`config.mk`:
```
export PLATFORM = sky130hd
export DESIGN_NAME = lcd_text_formatter
export DESIGN_NICKNAME = d
export VERILOG_FILES = /design/src/rtl/lcd_text_formatter.sv
export SDC_FILE = /design/constraint.sdc
export NUM_CORES = 1
export LEC_CHECK = 0
export BUFFER_PORTS_ARGS = -buffer_cell sky130_fd_sc_hd__buf_2
export CORE_UTILIZATION = 45
export CTS_CLUSTER_SIZE = 8
export DETAILED_ROUTE_END_ITERATION = 7
export GPL_TIMING_DRIVEN = 1
export PLACE_DENSITY_LB_ADDON = 0.3
export SETUP_SLACK_MARGIN = 0.5
export SLEW_MARGIN = 30
export SYNTH_ARGS = -nofsm -noshare
export SYNTH_HDL_FRONTEND = slang
export SYNTH_SLANG_ARGS = --single-unit
export TNS_END_PERCENT = 50
```
`constraint.sdc`:
```
create_clock -name clk -period 2.6 [get_ports clk]
set_input_delay 0.13 -clock clk [delete_from_list [all_inputs] [get_ports clk]]
set_output_delay 0.13 -clock clk [all_outputs]
set_load 0.03 [all_outputs]
```
`src/rtl/lcd_text_formatter.sv`:
```
// lcd_text_formatter
//   Captures two 32-bit unsigned counts and converts both to 10-digit decimal
//   in parallel, using a sequential double-dabble (shift-add-3) engine that
//   handles one bit per cycle. Each result is packed behind a 4-character
//   label into a 16-character ASCII line for lcd_driver.
//
//   Line layout: cols 0-3 label, col 4 ':', col 5 ' ', cols 6-15 digits
//   (most significant digit first).
//
//   Optional feature: define LCD_FMT_ZERO_BLANK_EN to blank leading zeros in
//   cols 6-14. Col 15 always shows a digit.
//
// Parameters
//   LABEL1, LABEL2 : 4 ASCII characters, first character in bits [31:24]
// Ports
//   clk            : clock, all logic on the rising edge
//   rst_n          : synchronous active-low reset
//   load           : one-cycle request to capture value1/value2
//                    (honoured only in IDLE and SHOW)
//   value1, value2 : unsigned counts for line 1 and line 2
//   busy           : high in CONV and PACK
//   output_ready   : lines valid; drives the lcd_driver enable
//   line1, line2   : [0:127], character k at bits [8k:8k+7] (bit 8k is the MSB)
//
// Reset sets the state to IDLE, clears the datapath and fills both lines
// with spaces.
//
// state | meaning
// ------+-----------------------------------------------------------------
// IDLE  | waiting for the first load, lines show spaces
// CONV  | 32 shift-add-3 iterations, one per cycle (bit_cnt 0..31)
// PACK  | register line1/line2 from the BCD results, raise output_ready
// SHOW  | hold the lines; a load starts a new conversion

module lcd_text_formatter #(
  parameter logic [31:0] LABEL1 = 32'h4849_5420,
  parameter logic [31:0] LABEL2 = 32'h4D49_5353
) (
  input  logic          clk,
  input  logic          rst_n,
  input  logic          load,
  input  logic [31:0]   value1,
  input  logic [31:0]   value2,
  output logic          busy,
  output logic          output_ready,
  output logic [0:127]  line1,
  output logic [0:127]  line2
);

  typedef enum logic [1:0] {IDLE, CONV, PACK, SHOW} state_t;

  localparam logic [0:127] BLANK_LINE = {16{8'h20}};

  state_t       state;
  logic [31:0]  val1_q, val2_q;
  logic [39:0]  bcd1_q, bcd2_q;
  logic [39:0]  bcd1_adj, bcd2_adj;
  logic [4:0]   bit_cnt;

  // Add 3 to every nibble >= 5 before the shift. This keeps each nibble a
  // valid BCD digit after it doubles.
  function automatic logic [39:0] add3(input logic [39:0] b);
    logic [39:0] r;
    logic [3:0]  nib;
    r = b;
    for (int i = 0; i < 10; i++) begin
      nib = b[4*i +: 4];
      if (nib >= 4'd5)
        r[4*i +: 4] = nib + 4'd3;
    end
    return r;
  endfunction

  function automatic logic [0:127] pack_line(input logic [31:0] label,
                                             input logic [39:0] bcd);
    logic [0:127] l;
    logic [3:0]   d;
`ifdef LCD_FMT_ZERO_BLANK_EN
    logic         lead;
    lead = 1'b1;
`endif
    l = BLANK_LINE;
    l[0:31]  = label;
    l[32:39] = 8'h3A;
    l[40:47] = 8'h20;
    for (int i = 0; i < 10; i++) begin
      d = bcd[39-4*i -: 4];
`ifdef LCD_FMT_ZERO_BLANK_EN
      // Blank only while still inside the leading zeros. The last column
      // always prints, so a value of 0 shows a single '0'.
      if (lead && (d == 4'd0) && (i < 9)) begin
        l[48+8*i +: 8] = 8'h20;
      end else begin
        lead = 1'b0;
        l[48+8*i +: 8] = {4'h3, d};
      end
`else
      l[48+8*i +: 8] = {4'h3, d};
`endif
    end
    return l;
  endfunction

  assign bcd1_adj = add3(bcd1_q);
  assign bcd2_adj = add3(bcd2_q);

  always_ff @(posedge clk) begin
    if (!rst_n) begin
      state        <= IDLE;
      val1_q       <= '0;
      val2_q       <= '0;
      bcd1_q       <= '0;
      bcd2_q       <= '0;
      bit_cnt      <= '0;
      busy         <= 1'b0;
      output_ready <= 1'b0;
      line1        <= BLANK_LINE;
      line2        <= BLANK_LINE;
    end else begin
      unique case (state)
        IDLE: begin
          if (load) begin
            val1_q  <= value1;
            val2_q  <= value2;
            bcd1_q  <= '0;
            bcd2_q  <= '0;
            bit_cnt <= '0;
            busy    <= 1'b1;
            state   <= CONV;
          end
        end
        CONV: begin
          bcd1_q  <= {bcd1_adj[38:0], val1_q[31]};
          bcd2_q  <= {bcd2_adj[38:0], val2_q[31]};
          val1_q  <= {val1_q[30:0], 1'b0};
          val2_q  <= {val2_q[30:0], 1'b0};
          bit_cnt <= bit_cnt + 5'd1;
          if (bit_cnt == 5'd31)
            state <= PACK;
        end
        PACK: begin
          line1        <= pack_line(LABEL1, bcd1_q);
          line2        <= pack_line(LABEL2, bcd2_q);
          output_ready <= 1'b1;
          busy         <= 1'b0;
          state        <= SHOW;
        end
        SHOW: begin
          // The old lines stay up until the next PACK. Only the ready flag
          // drops, so lcd_driver sees a low edge.
          if (load) begin
            val1_q       <= value1;
            val2_q       <= value2;
            bcd1_q       <= '0;
            bcd2_q       <= '0;
            bit_cnt      <= '0;
            output_ready <= 1'b0;
            busy         <= 1'b1;
            state        <= CONV;
          end
        end
        default: state <= IDLE;
      endcase
    end
  end

endmodule
```
==> qor.yml <==
grt:
  grt_pass1_vias: 8361
  antenna_found_initial: 1
  gr-total-overflow: 0
  grt_use_total_pct: 17.9
  grt_max_degree: 97
  grt_pass1_wl_um: 41600
flow_run:
  maxCapViolCount: 0
worst_hold_path:
  hold_class: "in2reg"
  whs_path_depth: 4
timing:
  setup_ws_ns: 0.636
  timing.hold.ws_ns: 0.0229
  max_slew_margin_pct: 63.0
  slew_violations: 0
  min_period_ns: 1.96
  finalSetupTns_ns: 0
  hold_viol: 0
  skew_ns: 0.00864
  period_share_pct: 75.5
  worstMarginPinSlew_ns: 0.554
  rsz0062_at_grt: "no"
  fmax_mhz: 509
  setup_viol: 0
synthesis:
  synth_cell_types: 35
  synth_edf_count: 0
  netlist.area_leader.share_pct: 38.8
  ys_ff_latch: 235
  synth_cells: 1278
  synthTopCellsByArea: "dfxtp_1 39%, mux2i_1 12%, buf_4 11%, o211a_1 5.2%, ha_1 4.8%"
  syn_area_um2: 12100
  ys_async_sr_fraction_pct: 0
  synth_area_leader_cell: "dfxtp_1"
  synth_ff_type: "dfxtp_1"
  synth_warnings: 0
  seq_area_frac_synth_pct: 38.8
  synth_area_per_cell_um2: 9.48
clocking:
  clock_latency_ns: 0.49
  cts_tree: "built"
  cts_buffer_depth: 3
  cts_buffers: 35
  cts_root_buf: "clkbuf_16"
  path_clk_slew_ns: 0.05
  cts-htree-levels: 2
  clkSinkCount: 235
detailed_routing:
  via_per_inst: 4.82
  final_antenna_net_count: 0
  routed_wl_um: 25200
  dr.pass1.iters: 8
  wl_per_cell_um: 14.0
  num_vias: 8708
  drcViolationCount: 16
  drt_iter0_markers: 344
worst_setup_path:
  cp_top_family: "buffers and inverters"
  cp.arrival_ns: 2.35
  cp.buffers_inverters: 2
  crit_required_ns: 2.99
  crit_chain: "inv_1 -> ha_4 -> buf_12 -> mux2i_1 -> nand2_1 -> o211a_1"
  critPathSlowestCell: "dfxtp_1"
  critPathCaptureType: "flip-flop"
  cp_max_fo: 65
  worst-path-stages: 6
  ff2ff_path_depth: 6
  critPathKind: "reg2reg"
  slowest_delay_ns: 0.40
  cp-start-kind: "flip-flop"
placement:
  dpl_cell_area_um2: 12500
  port_buffers: 204
  place.gp.congestion: 0.763
  dp_hpwl_um: 15700
  dp_cells: 1704
  pre_cts_slack_ns: 0.512
run_status:
  violations: "DRC"
  status: "complete, but fails checks"
finish:
  multiInputGateArea_um2: 6020
  final_cells: 1805
  fillers: 2402
  final_area_um2: 14100
  regArea_um2: 4710
  area_delta_synth_final_pct: 16.5
  layout_common_cells: "234 x dfxtp_1, 203 x buf_2, 142 x mux2i_1"
  diodes: 0
  nets: 1581
  mostFrequentLayoutCell: "dfxtp_1"
  layout-drive-gt1-share_pct: 19.5
power_and_ir_drop:
  leakagePower_nw: 6.60
  power_density_nw_per_um2: 977
  ir_worst_vdd_uv: 818
floorplan:
  start_util_pct: 46.2
  die_area_um2: 27600
  ios: 325
  die_h_um: 166
  die_w_um: 166
  fp-row-count: 59
  coreArea_um2: 26200
## final cells by class
| type | count | area share [%] |
|---|---|---|
| well taps | 335 | 2.97 |
| clock buffers | 38 | 6.59 |
| multi-input cells | 871 | 42.7 |
| repair buffers | 280 | 13.0 |
| inverters | 45 | 1.20 |
| clock inverters | 1 | 0.213 |
| flip-flops and latches | 235 | 33.4 |
## path summary, 6_finish.rpt
| path | start | endpoint | slack [ns] |
|---|---|---|---|
| max | state[0]$_SDFFE_PN0P_ | val2_q[27]$_SDFFE_PN0P_ | 0.64 |
| min | value2[31] | val2_q[31]$_SDFFE_PN0P_ | 0.02 |
| max reg2reg | state[0]$_SDFFE_PN0P_ | val2_q[27]$_SDFFE_PN0P_ | 0.64 |
| min reg2reg | bcd2_q[37]$_SDFFE_PN0P_ | bcd2_q[37]$_SDFFE_PN0P_ | 0.48 |
## sequential cells by signal (all words and copies together), names as in the netlist
signal,flops
busy,1
state,2
output_ready,1
bcd2_q,40
bcd1_q,40
line2,42
val1_q,32
bit_cnt,5
line1,40
val2_q,32
## cell usage after synthesis, types with 22 or more instances
master	number
nor2b_1	90
nand2_1	124
a21oi_1	24
mux2i_1	142
o21ai_0	82
dfxtp_1	235
inv_1	45
ha_1	46
o211a_1	63
clkbuf_1	37
buf_4	177
mux2_2	22
## report_power, final
group	switching, mW	total (mW)	internal [mW]	leakage (nW)
logic	3.14	5.19	2.05	4.22
registers	0.355	4.52	4.17	1.91
clock network	1.50	4.08	2.58	0.471
## per-stage QoR
step,util [%],total power [mW]
global route,53.8,14.5
finish,53.8,13.8
detailed placement,47.7,9.52
floorplan,-,9.09
global placement,47.7,9.42
CTS,53.8,13.9
## worst min-delay path, cell delays in order
cell and delay (ns):
buf_2 0.09, mux2i_1 0.07, nand2_1 0.07, o211a_1 0.13
## repair_timing
action | CTS | global route
setup buffers | 0 | 2
setup endpoints to repair | 1 | 2
resized for setup | 1 | 0
gates cloned | 1 | 0
hold buffers | 59 | 0
endpoints found under the hold margin | 59 | 0
## routing by layer
| metal | global-route usage (%) | part of all wire (%) | vias to the layer above |
|---|---|---|---|
| li1 | - | - | 4390 |
| met1 | 22.0 | 44 | 4064 |
| met2 | 31.1 | 48 | 214 |
| met3 | 4.29 | 5.9 | 38 |
| met4 | 5.12 | 1.7 | 2 |
| met5 | 0 | 0.052 | - |
## logic make-up (layout without fill, tap and decap cells)
family | Yosys count | count (layout) | synth area share, %
buffers and inverters | 290 | 364 | 15.3
adder cells (fa/ha/maj) | 46 | 46 | 4.75
AO/OA/AOI/OAI | 216 | 216 | 12.5
other | 2 | 120 | 0.0620
multiplexers | 165 | 165 | 14.0
flip-flops | 235 | 235 | 38.8
AND/OR/NAND/NOR | 285 | 285 | 11.7
XOR/XNOR | 39 | 39 | 2.82
(Power assumes the default switching activity.)
